### src/rtl/vga_fetch_sched_pkg.sv
// rtl/vga_fetch_sched_pkg.sv - shared timing constants, FSM encoding and target-line helper
package vga_fetch_sched_pkg;

  localparam int M0_V_VIEW_DEF = 480;
  localparam int M0_V_MAX_DEF  = 524;
  localparam int M1_V_VIEW_DEF = 900;
  localparam int M1_V_MAX_DEF  = 931;

  typedef enum logic [1:0] {
    ST_IDLE   = 2'd0,
    ST_REQ    = 2'd1,
    ST_STREAM = 2'd2
  } fetch_state_e;

  // Line two ahead of the beam, wrapped into 0..v_max.
  function automatic logic [10:0] target_line(input logic [9:0] v, input logic [10:0] v_max);
    logic [10:0] t2;
    t2 = {1'b0, v} + 11'd2;
    if (t2 > v_max) t2 = t2 - v_max - 11'd1;
    return t2;
  endfunction

endpackage

### src/rtl/vga_fetch_sched.sv
// rtl/vga_fetch_sched.sv - per-scanline ROM prefetch scheduler with ping-pong line buffer
module vga_fetch_sched
  import vga_fetch_sched_pkg::*;
#(
  parameter int BURST_BYTES = 80,
  parameter int STRIDE      = 80,
  parameter int M0_V_VIEW   = M0_V_VIEW_DEF,
  parameter int M0_V_MAX    = M0_V_MAX_DEF,
  parameter int M1_V_VIEW   = M1_V_VIEW_DEF,
  parameter int M1_V_MAX    = M1_V_MAX_DEF
) (
  input  logic        clk,
  input  logic        reset,
  input  logic        i_enable,
  input  logic        mode_req,
  input  logic [23:0] base_addr,
  input  logic [9:0]  vpos,
  input  logic        hmax,
  input  logic        vmax,
  output logic        o_mode,
  output logic        o_req,
  output logic [23:0] o_addr,
  output logic [7:0]  o_len,
  input  logic        i_ack,
  input  logic        i_valid,
  input  logic [7:0]  i_data,
  output logic        o_buf_we,
  output logic [7:0]  o_buf_waddr,
  output logic [7:0]  o_buf_wdata,
  output logic        o_disp_bank,
  output logic        o_line_done,
  output logic        o_underrun,
  output logic [7:0]  o_underrun_cnt
);

  localparam logic [10:0] M0_VIEW  = 11'(M0_V_VIEW);
  localparam logic [10:0] M0_MAX   = 11'(M0_V_MAX);
  localparam logic [10:0] M1_VIEW  = 11'(M1_V_VIEW);
  localparam logic [10:0] M1_MAX   = 11'(M1_V_MAX);
  localparam logic [7:0]  LAST_IDX = 8'(BURST_BYTES - 1);
  localparam logic [23:0] STRIDE_W = 24'(STRIDE);

  fetch_state_e state, state_nx;
  logic [7:0]   byte_cnt;
  logic         fill_bank;
  logic [23:0]  next_addr;
  logic [10:0]  v_view, v_max, tgt;
  logic         fetch_ok, fetch_start, overrun, beat, last_beat;

  assign o_len = 8'(BURST_BYTES);

  // Target line is computed with the mode in force before any frame-boundary switch.
  always_comb begin
    v_view   = o_mode ? M1_VIEW : M0_VIEW;
    v_max    = o_mode ? M1_MAX : M0_MAX;
    tgt      = target_line(vpos, v_max);
    fetch_ok = hmax && i_enable && (tgt < v_view);
  end

  always_ff @(posedge clk or posedge reset) begin
    if (reset) state <= ST_IDLE;
    else       state <= state_nx;
  end

  always_comb begin
    state_nx = state;
    case (state)
      ST_IDLE:   if (fetch_ok)  state_nx = ST_REQ;
      ST_REQ:    if (i_ack)     state_nx = ST_STREAM;
      ST_STREAM: if (last_beat) state_nx = ST_IDLE;
      default:                  state_nx = ST_IDLE;
    endcase
  end

  always_comb begin
    o_req       = (state == ST_REQ);
    fetch_start = fetch_ok && (state == ST_IDLE);
    overrun     = fetch_ok && (state != ST_IDLE);
    beat        = (state == ST_STREAM) && i_valid;
    last_beat   = beat && (byte_cnt == LAST_IDX);
  end

  always_ff @(posedge clk or posedge reset) begin
    if (reset) begin
      o_disp_bank <= 1'b0;
      o_mode      <= 1'b0;
      fill_bank   <= 1'b0;
      o_addr      <= '0;
      next_addr   <= '0;
    end else begin
      if (hmax) o_disp_bank <= ~o_disp_bank;
      if (hmax && vmax) o_mode <= mode_req;
      if (fetch_start) begin
        // Post-toggle complement of the display bank equals its pre-toggle value.
        fill_bank <= o_disp_bank;
        if (tgt == 11'd0) begin
          o_addr    <= base_addr;
          next_addr <= base_addr + STRIDE_W;
        end else begin
          o_addr    <= next_addr;
          next_addr <= next_addr + STRIDE_W;
        end
      end
    end
  end

  always_ff @(posedge clk or posedge reset) begin
    if (reset) begin
      byte_cnt    <= '0;
      o_buf_we    <= 1'b0;
      o_buf_waddr <= '0;
      o_buf_wdata <= '0;
      o_line_done <= 1'b0;
    end else begin
      o_buf_we    <= beat;
      o_line_done <= last_beat;
      if (state == ST_REQ && i_ack) byte_cnt <= '0;
      if (beat) begin
        o_buf_waddr <= {fill_bank, byte_cnt[6:0]};
        o_buf_wdata <= i_data;
        byte_cnt    <= byte_cnt + 8'd1;
      end
    end
  end

  always_ff @(posedge clk or posedge reset) begin
    if (reset) begin
      o_underrun     <= 1'b0;
      o_underrun_cnt <= '0;
    end else if (overrun) begin
      o_underrun <= 1'b1;
      if (o_underrun_cnt != 8'hFF) o_underrun_cnt <= o_underrun_cnt + 8'd1;
    end
  end

endmodule
### config.mk
export PLATFORM = sky130hd
export DESIGN_NAME = vga_fetch_sched
export DESIGN_NICKNAME = d
export VERILOG_FILES = /design/src/rtl/vga_fetch_sched_pkg.sv /design/src/rtl/vga_fetch_sched.sv
export SDC_FILE = /design/constraint.sdc
export NUM_CORES = 1
export LEC_CHECK = 0
export CAP_MARGIN = 20
export CORE_MARGIN = 4
export CORE_UTILIZATION = 35
export DETAILED_ROUTE_END_ITERATION = 8
export HOLD_SLACK_MARGIN = 0.03
export SYNTH_ARGS = -nofsm -noshare
export SYNTH_HDL_FRONTEND = slang
export SYNTH_SLANG_ARGS = --single-unit
### constraint.sdc
create_clock -name clk -period 6.78 [get_ports clk]
set_input_delay 1.356 -clock clk [delete_from_list [all_inputs] [get_ports clk]]
set_output_delay 1.356 -clock clk [all_outputs]
set_load 0.05 [all_outputs]
# Yosys cells after proc, flatten, opt, wreduce, memory -nomap -nowiden
# Cells that the tools add are included.
# totals
ram_bits,0
mem_count,0
latchBits,0
regBits,88
out_inout_bits,62
romBits,0
# op_classes
shift,0
magnitude_cmp,2
n_div,0
n_eq_ne,7
n_bitwise,1
multipliers,0
mux,11
addsub,7
n_reduce_logical,14
# op_table
cell,n
$add A24 B7 Y24 const B,2
$mux W24,2
$add A8 B1 Y8 const B,2
$mux W8,2
$add A10 B2 Y11 const B,1
$gt A11 B10 Y1,1
$logic_not A11 Y1,1
$lt A11 B10 Y1,1
$mux W11,1
$sub A11 B1 Y11 const B,1
$sub A11 B10 Y11,1
$mux W10,1
$mux W9,1
$eq A8 B7 Y1 const B,1
$logic_and A1 B1 Y1,8
$ne A8 B8 Y1 const B,1
$mux W2,3
$pmux W2 S3,1
$ne A2 B2 Y1 const B,2
$reduce_bool A2 Y1,2
$reduce_and A3 Y1,1
$eq A2 B1 Y1 const B,1
$eq A2 B2 Y1 const B,1
$logic_not A2 Y1,1
3 further kinds,3

# Longest topological paths before layout
# Gate-level depths: netlist of run 1.
# logic_depth
ltp_word,8
mapped_depth,28
mapped_depth_nobuf,25

# Least setup slack after synthesis of run 1
# OpenSTA, ideal clock, no wires.
# synth_path
path_type,input port to flip-flop
start,input vpos[1]
end,register next_addr[22]
required_time_ps,6701
setup_time_ps,79
path_slack_ps,1017
arrival_time_ps,5684
path_stages,25
path_cell_list,ha_1 -> and2_1 -> nand2_1 -> xnor2_1 -> ha_1 -> inv_1 -> a211oi_1 -> nor4_4 -> a22o_1 -> a221o_1 -> o31a_1 -> nor3_4 -> buf_6 -> mux2_2 -> ha_1 -> nor2_1 -> nor2_1 -> nand2_1 -> nor2_1 -> and3_1 -> nand3_1 -> nor2_1 -> nand2_1 -> a21oi_1 -> a2bb2oi_1
# synth_between
elab_chain_len,7
elab_cells_between_ends,10
# synth_lines
item,line_no,rtl
from (decl),vga_fetch_sched.sv:17,"input logic [9:0] vpos,"
$add A10 B2 Y11 (*),vga_fetch_sched_pkg.sv:18,"t2 = {1'b0, v} + 11'd2;"
$sub A11 B10 Y11,vga_fetch_sched_pkg.sv:19,if (t2 > v_max) t2 = t2 - v_max - 11'd1;
$sub A11 B1 Y11,vga_fetch_sched_pkg.sv:19,
$mux W11 (*),vga_fetch_sched_pkg.sv:19,
$lt A11 B10 Y1,vga_fetch_sched.sv:57,fetch_ok = hmax && i_enable && (tgt < v_view);
$logic_and A1 B1 Y1,vga_fetch_sched.sv:57,
$logic_and A1 B1 Y1,vga_fetch_sched.sv:77,fetch_start = fetch_ok && (state == ST_IDLE);
to (signal assigned),vga_fetch_sched.sv:98,next_addr <= base_addr + STRIDE_W;
to (signal assigned),vga_fetch_sched.sv:101,next_addr <= next_addr + STRIDE_W;
to (decl),vga_fetch_sched.sv:46,logic [23:0] next_addr;
# Every way passes the cells marked *; elsewhere a longest branch is shown, timed or not.
# A chain may end at the register's enable or synchronous reset.

# Worst setup path after layout of run 1
# layout_path
start,input vpos[2]
end,register next_addr[22]
# Same word-level chain as after synthesis.

==> results.json, run 1 <==
{
  "required_ns": 7.04,
  "hpwl_mm": 11.6,
  "cts_tree": "done",
  "portBuffers": 103,
  "avgSynthCellArea_um2": 8.61,
  "internal_power_mw": 1.24,
  "routed_via_density": 5.34,
  "syn2layout_area_growth_pct": 26.2,
  "critPathMaxStageDelay_ns": 0.58,
  "nets": 844,
  "finalCritPeriodShare": 0.926,
  "grt_pass1_vias": 5116,
  "dieWidth_um": 137,
  "initialDrtViolationCount": 320,
  "cellPowerDensity_mw_per_mm2": 299,
  "cap_violations": 0,
  "drc_errors": 0,
  "arrival_ns": 6.54,
  "synth.top_cells.by_count": "120 x nand2_1, 88 x dfrtp_1, 60 x o21ai_0",
  "fillers": 1538,
  "synthCells": 679,
  "rsz0062_at_grt": "no",
  "clock_skew_ns": 0.00459,
  "wl_mm": 15.5,
  "synth.most_common_cell": "nand2_1",
  "clockBufferDepth": 2,
  "drv_slew": 0,
  "combinationalPowerShare": 0.447,
  "antenna_found_initial": 1,
  "switching_share": 0.438,
  "ant_nets": 0,
  "synth_area_leaders": "dfrtp_1 38%, nand2_1 7.7%, o21ai_0 5.1%, mux2i_1 5.0%, ha_1 3.2%",
  "dpl_cell_area_mm2": 0.00704,
  "register_area_mm2": 0.00220,
  "grt_max_degree": 64,
  "dr.pass1.iters": 5,
  "ctsHtreeMaxLevel": 3,
  "grt.overflow.total": 0,
  "die-area_mm2": 0.0188,
  "yosys_register_bits": 88,
  "max_slew_margin": 0.417,
  "worst_setup_path_start_kind": "primary input",
  "wl_per_cell_um": 15.5,
  "finalInstanceArea_mm2": 0.00738,
  "crit_fanout": 6,
  "status": "finished clean",
  "hp-class": "reg -> reg",
  "synth_warnings": 0,
  "grt_pass1_wl_mm": 25.2,
  "fp-row-count": 46,
  "worst_pin_slew_ns": 0.874,
  "cts_sinks": 88,
  "ys_seq_area_frac": 0.377,
  "p_leak_nw": 3.10,
  "clock_latency_ns": 0.35,
  "fmax_ghz": 0.159,
  "synthArstFlopShare": 1.00,
  "crit_type": "in -> reg",
  "vias": 5338,
  "finalSetupViolCount": 0,
  "initial_core_util": 0.363,
  "endpoint_kind": "register",
  "place_ws_ns": 0.0141,
  "finalWorstSetupSlack_ns": 0.505,
  "cp_slowest_cell": "clkdlybuf4s50_1",
  "clock-root-buffer": "clkbuf_16",
  "syn_area_mm2": 0.00585,
  "synth-edff-count": 0,
  "ys_types": 72,
  "numCtsBuffers": 9,
  "min_period_ns": 6.28,
  "pwr-share-clk": 0.215,
  "yosysTopAreaCell": "dfrtp_1",
  "setup_tns_ns": 0,
  "ys.flop_type": "dfrtp_1",
  "hold_viol": 0,
  "gp_congestion": 0.893,
  "globalRouteTotalUtil": 0.166,
  "vdd_drop_max_mv": 0.230,
  "synth.top_cell.area_share": 0.377,
  "drive_gt1_frac": 0.0817,
  "hold_slack_ns": 0.474,
  "core_mm2": 0.0161,
  "seqPwrFrac": 0.337,
  "p_switching_uw": 968,
  "power.total_mw": 2.21,
  "path_clk_slew_ns": 0.07,
  "num_io_pins": 112,
  "die_y_um": 137,
  "multiInputGateArea_mm2": 0.00340
}
## kinds of logic (layout without fill, tap and decap cells)
logic type | Yosys count | after routing | share of synthesized area
and+or+nand+nor | 270 | 270 | 0.222
AOI/OAI and AO/OA | 172 | 172 | 0.189
DFF | 88 | 88 | 0.377
buffers and inverters | 56 | 154 | 0.0516
muxes | 42 | 42 | 0.0747
xor gates and xnor gates | 33 | 33 | 0.0494
adders and majority gates | 16 | 16 | 0.0355
other | 2 | 9 | 0.00128
## worst max-delay path: cells and delay by family
kind                       cells  cell delay (ns)
muxes                          1             0.21
and+or+nand+nor               12             1.96
adders and majority gates      3             0.86
buffers and inverters          2             0.74
xor gates and xnor gates       1             0.23
AOI/OAI and AO/OA              6             1.16
## layer usage
layer  up-vias  track usage  wire length [um]
met5         -            0                 0
met3        22       0.0398               969
met2       172        0.263              7180
met1      2537        0.218              6980
li1       2607            -                 -
met4         0       0.0660               378
## flip-flops by register name (all words and copies together), names as in the netlist
name            count
o_underrun          1
fill_bank           1
o_addr             24
next_addr          24
o_buf_waddr         8
state               2
o_line_done         1
byte_cnt            8
o_buf_we            1
o_buf_wdata         8
o_underrun_cnt      8
o_disp_bank         1
o_mode              1
## power by group through the flow
stage	Clock, mW	Sequential, mW	Combinational (mW)
6_report	0.476	0.745	0.989
5_1_grt	0.515	0.765	1.07
4_1_cts	0.492	0.746	0.982
3_5_place_dp	0	0.754	0.980
3_3_place_gp	0	0.750	0.972
2_1_floorplan	0	1.00	0.405
## cell type report
type,instances,share of cell area
multi-input cells,541,0.461
clock buffers,10,0.0310
repair buffers,117,0.155
well taps,216,0.0366
diodes,1,0.000339
clock inverters,6,0.00712
inverters,21,0.0108
flip-flops and latches,88,0.298
## path summary, 6_finish.rpt
kind	start	to	slack (ns)	depth (start not counted)
max	vpos[2]	next_addr[22]	0.50	25
min	o_buf_waddr[2]	o_buf_waddr[2]	0.47	2
max reg2reg	o_mode	next_addr[22]	1.47	23
min reg2reg	o_buf_waddr[2]	o_buf_waddr[2]	0.47	2
max in group asynchronous	reset	next_addr[1]	4.29	3
min in group asynchronous	reset	o_buf_we	1.32	2
## what timing repair did
| action | CTS | global route |
|---|---|---|
| hold buffers | 0 | 0 |
| setup endpoints to repair | 0 | 2 |
| hold endpoints to repair | 0 | 0 |
| buffers inserted | 0 | 3 |
| gates resized for setup | 0 | 11 |
## cells in the final DEF, fill, tap and decap left out, types with 7 or more instances in the layout
| cell | count |
|---|---|
| a21oi_1 | 35 |
| a31oi_1 | 7 |
| and3_1 | 14 |
| buf_4 | 14 |
| clkbuf_16 | 9 |
| clkdlybuf4s50_1 | 101 |
| conb_1 | 8 |
| dfrtp_1 | 88 |
| ha_1 | 12 |
| inv_1 | 20 |
| mux2_2 | 9 |
| mux2i_1 | 28 |
| nand2_1 | 120 |
| nand3_1 | 27 |
| nand4_1 | 10 |
| nor2_1 | 45 |
| nor3_1 | 13 |
| o21ai_0 | 60 |
| xnor2_1 | 17 |
| xor2_1 | 16 |
## through the flow
stage          instances  utilization
2_1_floorplan        685            -
3_3_place_gp         980        0.437
3_5_place_dp         980        0.437
4_1_cts              996        0.454
5_1_grt             1000        0.458
6_report            1000        0.458
(Power assumes the default switching activity.)
==> inputs of run 2 (changes only) <==
--- a/config.mk
+++ b/config.mk
@@ -8,6 +8,7 @@
 export CAP_MARGIN = 20
 export CORE_MARGIN = 4
 export CORE_UTILIZATION = 35
+export CTS_BUF_LIST = sky130_fd_sc_hd__clkbuf_8
 export DETAILED_ROUTE_END_ITERATION = 8
 export HOLD_SLACK_MARGIN = 0.03
 export SYNTH_ARGS = -nofsm -noshare
==> run 2 against run 1 <==
Effect of this change: clock skew up 0.0057 ns; sequential power about the same; routed wire length down 0.31%; worst hold slack better by 0.0088 ns; die area unchanged; clock power down 28%; register-to-register slack worse by 0.02 ns; combinational power about the same; sequential share of layout area up 0.47 points; first-iteration DRC count down 11%; clock-buffer cell count down 1; largest power group unchanged; highest routed layer unchanged.
==> results.json, run 2 (synthesized netlist as in run 1, its figures left out) <==
{
  "required_ns": 7.07,
  "cp_slowest_cell": "clkdlybuf4s50_1",
  "antenna_found_initial": 1,
  "crit_fanout": 6,
  "p_leak_nw": 3.06,
  "ant_nets": 0,
  "cap_violations": 0,
  "grt_pass1_vias": 5106,
  "fillers": 1555,
  "portBuffers": 103,
  "grt_pass1_wl_mm": 25.2,
  "cts_sinks": 88,
  "finalSetupViolCount": 0,
  "clock_skew_ns": 0.0103,
  "path_buf_inv": 2,
  "drc_errors": 0,
  "worst_pin_slew_ns": 0.897,
  "die_y_um": 137,
  "nets": 844,
  "endpoint_kind": "register",
  "globalRouteTotalUtil": 0.166,
  "arrival_ns": 6.66,
  "final_cells": 1000,
  "critPathTopFamily": "simple AND/OR/NAND/NOR gates",
  "drive_gt1_frac": 0.0766,
  "min_period_ns": 6.36,
  "max_slew_margin": 0.393,
  "hp-class": "reg -> reg",
  "register_area_mm2": 0.00220,
  "initial_core_util": 0.363,
  "critPathMaxStageDelay_ns": 0.58,
  "clock-root-buffer": "clkbuf_8",
  "clockBufferDepth": 2,
  "gp_congestion": 0.893,
  "status": "finished clean",
  "worst_setup_path_start_kind": "primary input",
  "final_cell_mix": "120 x nand2_1, 101 x clkdlybuf4s50_1, 88 x dfrtp_1, 60 x o21ai_0, 46 x nor2_1",
  "routed_via_density": 5.30,
  "cts_tree": "done",
  "setup_tns_ns": 0,
  "cellPowerDensity_mw_per_mm2": 286,
  "vias": 5301,
  "core_mm2": 0.0161,
  "dr.pass1.iters": 5,
  "fmax_ghz": 0.157,
  "crit_type": "in -> reg",
  "cp_common_cell": "nor2_1",
  "wl_mm": 15.5,
  "whs_endpoint": "o_line_done",
  "path_clk_slew_ns": 0.10,
  "r2r_setup_slack_ns": 1.45,
  "fp-row-count": 46,
  "dieWidth_um": 137,
  "syn2layout_area_growth_pct": 24.3,
  "finalWorstSetupSlack_ns": 0.420,
  "numCtsBuffers": 9,
  "initialDrtViolationCount": 285,
  "vdd_drop_max_mv": 0.221,
  "place_ws_ns": 0.0141,
  "final_common_cell": "nand2_1",
  "r2r-start": "o_mode",
  "grt_max_degree": 64,
  "drv_slew": 0,
  "finalCritPeriodShare": 0.938,
  "hold_viol": 0,
  "r2r_cells": 23,
  "holdPathStages": 1,
  "multiInputGateArea_mm2": 0.00339,
  "die-area_mm2": 0.0188,
  "hpwl_mm": 11.6,
  "clock_latency_ns": 0.38,
  "rsz0062_at_grt": "no",
  "worstHoldStart": "byte_cnt[7]",
  "grt.overflow.total": 0,
  "placedCellCount": 980,
  "wl_per_cell_um": 15.5,
  "r2r_end": "next_addr[22]",
  "top_regs": "next_addr: 24 flops, o_addr: 24 flops",
  "num_io_pins": 112,
  "ctsHtreeMaxLevel": 3,
  "ctsHoldBuffers": 0
}
## run 2: metal layers
metal,vias to the layer above,track usage,part of all wire
li1,2609,-,-
met1,2511,0.218,0.45
met2,162,0.263,0.46
met3,19,0.0475,0.065
met4,0,0.0527,0.019
met5,-,0,0
## run 2: cell type report
| class | instances | area share |
|---|---|---|
| sequential | 88 | 0.303 |
| clock inverter | 7 | 0.00775 |
| timing repair buffer | 117 | 0.157 |
| multi-input combinational | 541 | 0.467 |
| antenna | 1 | 0.000344 |
| inverter | 21 | 0.0110 |
| clock buffer | 9 | 0.0170 |
| tap | 216 | 0.0372 |
## run 2: timing repair
| action | CTS | global route |
|---|---|---|
| endpoints found under the setup margin | 0 | 2 |
| buffers inserted | 0 | 3 |
| resized for setup | 0 | 7 |
## run 2: worst reg2reg max path, cell delays in order (launching register included)
cell and delay, ns:
dfrtp_1 0.51, inv_1 0.32, ha_1 0.29, inv_1 0.07
fa_1 0.41, nand2b_1 0.22, a211o_1 0.32, o21ai_0 0.15
o21a_2 0.24, mux2_2 0.35, and3_2 0.23, nor3_4 0.22
mux2_2 0.20, ha_1 0.24, nor2_1 0.06, nor2_1 0.13
nand2_1 0.12, nor2_1 0.21, and3_1 0.22, nand3_1 0.10
nor2_1 0.19, nand2_1 0.09, a21oi_1 0.16, a2bb2oi_1 0.18
## run 2: worst max path at each step
| stage | slack [ns] | from | endpoint | depth (start not counted) |
|---|---|---|---|---|
| CTS | 0.40 | vpos[3] | next_addr[22] | 25 |
| finish | 0.42 | vpos[2] | next_addr[22] | 25 |
| global placement | 0.32 | vpos[2] | next_addr[22] | 25 |
| global route | 0.004 | vpos[2] | next_addr[22] | 25 |
| detailed placement | 0.01 | vpos[2] | next_addr[22] | 25 |
| floorplan | 1.02 | vpos[1] | next_addr[22] | 25 |
## run 2: power breakdown
part           switching, mW  internal (mW)
sequential             0.104          0.639
combinational          0.642          0.346
clock                  0.208          0.137
total                  0.954           1.12
## run 2: stage by stage
| stage | util | area, um^2 | hold slack [ns] | total power, mW |
|---|---|---|---|---|
| after CTS | 0.448 | 7220 | 0.480 | 2.09 |
| after global routing | 0.451 | 7270 | 0.492 | 2.22 |
| after floorplan | - | 5870 | 0.432 | 1.41 |
| after detailed placement | 0.437 | 7040 | 0.457 | 1.73 |
| after global placement | 0.437 | 7040 | 0.453 | 1.72 |
| final | 0.451 | 7270 | 0.483 | 2.08 |
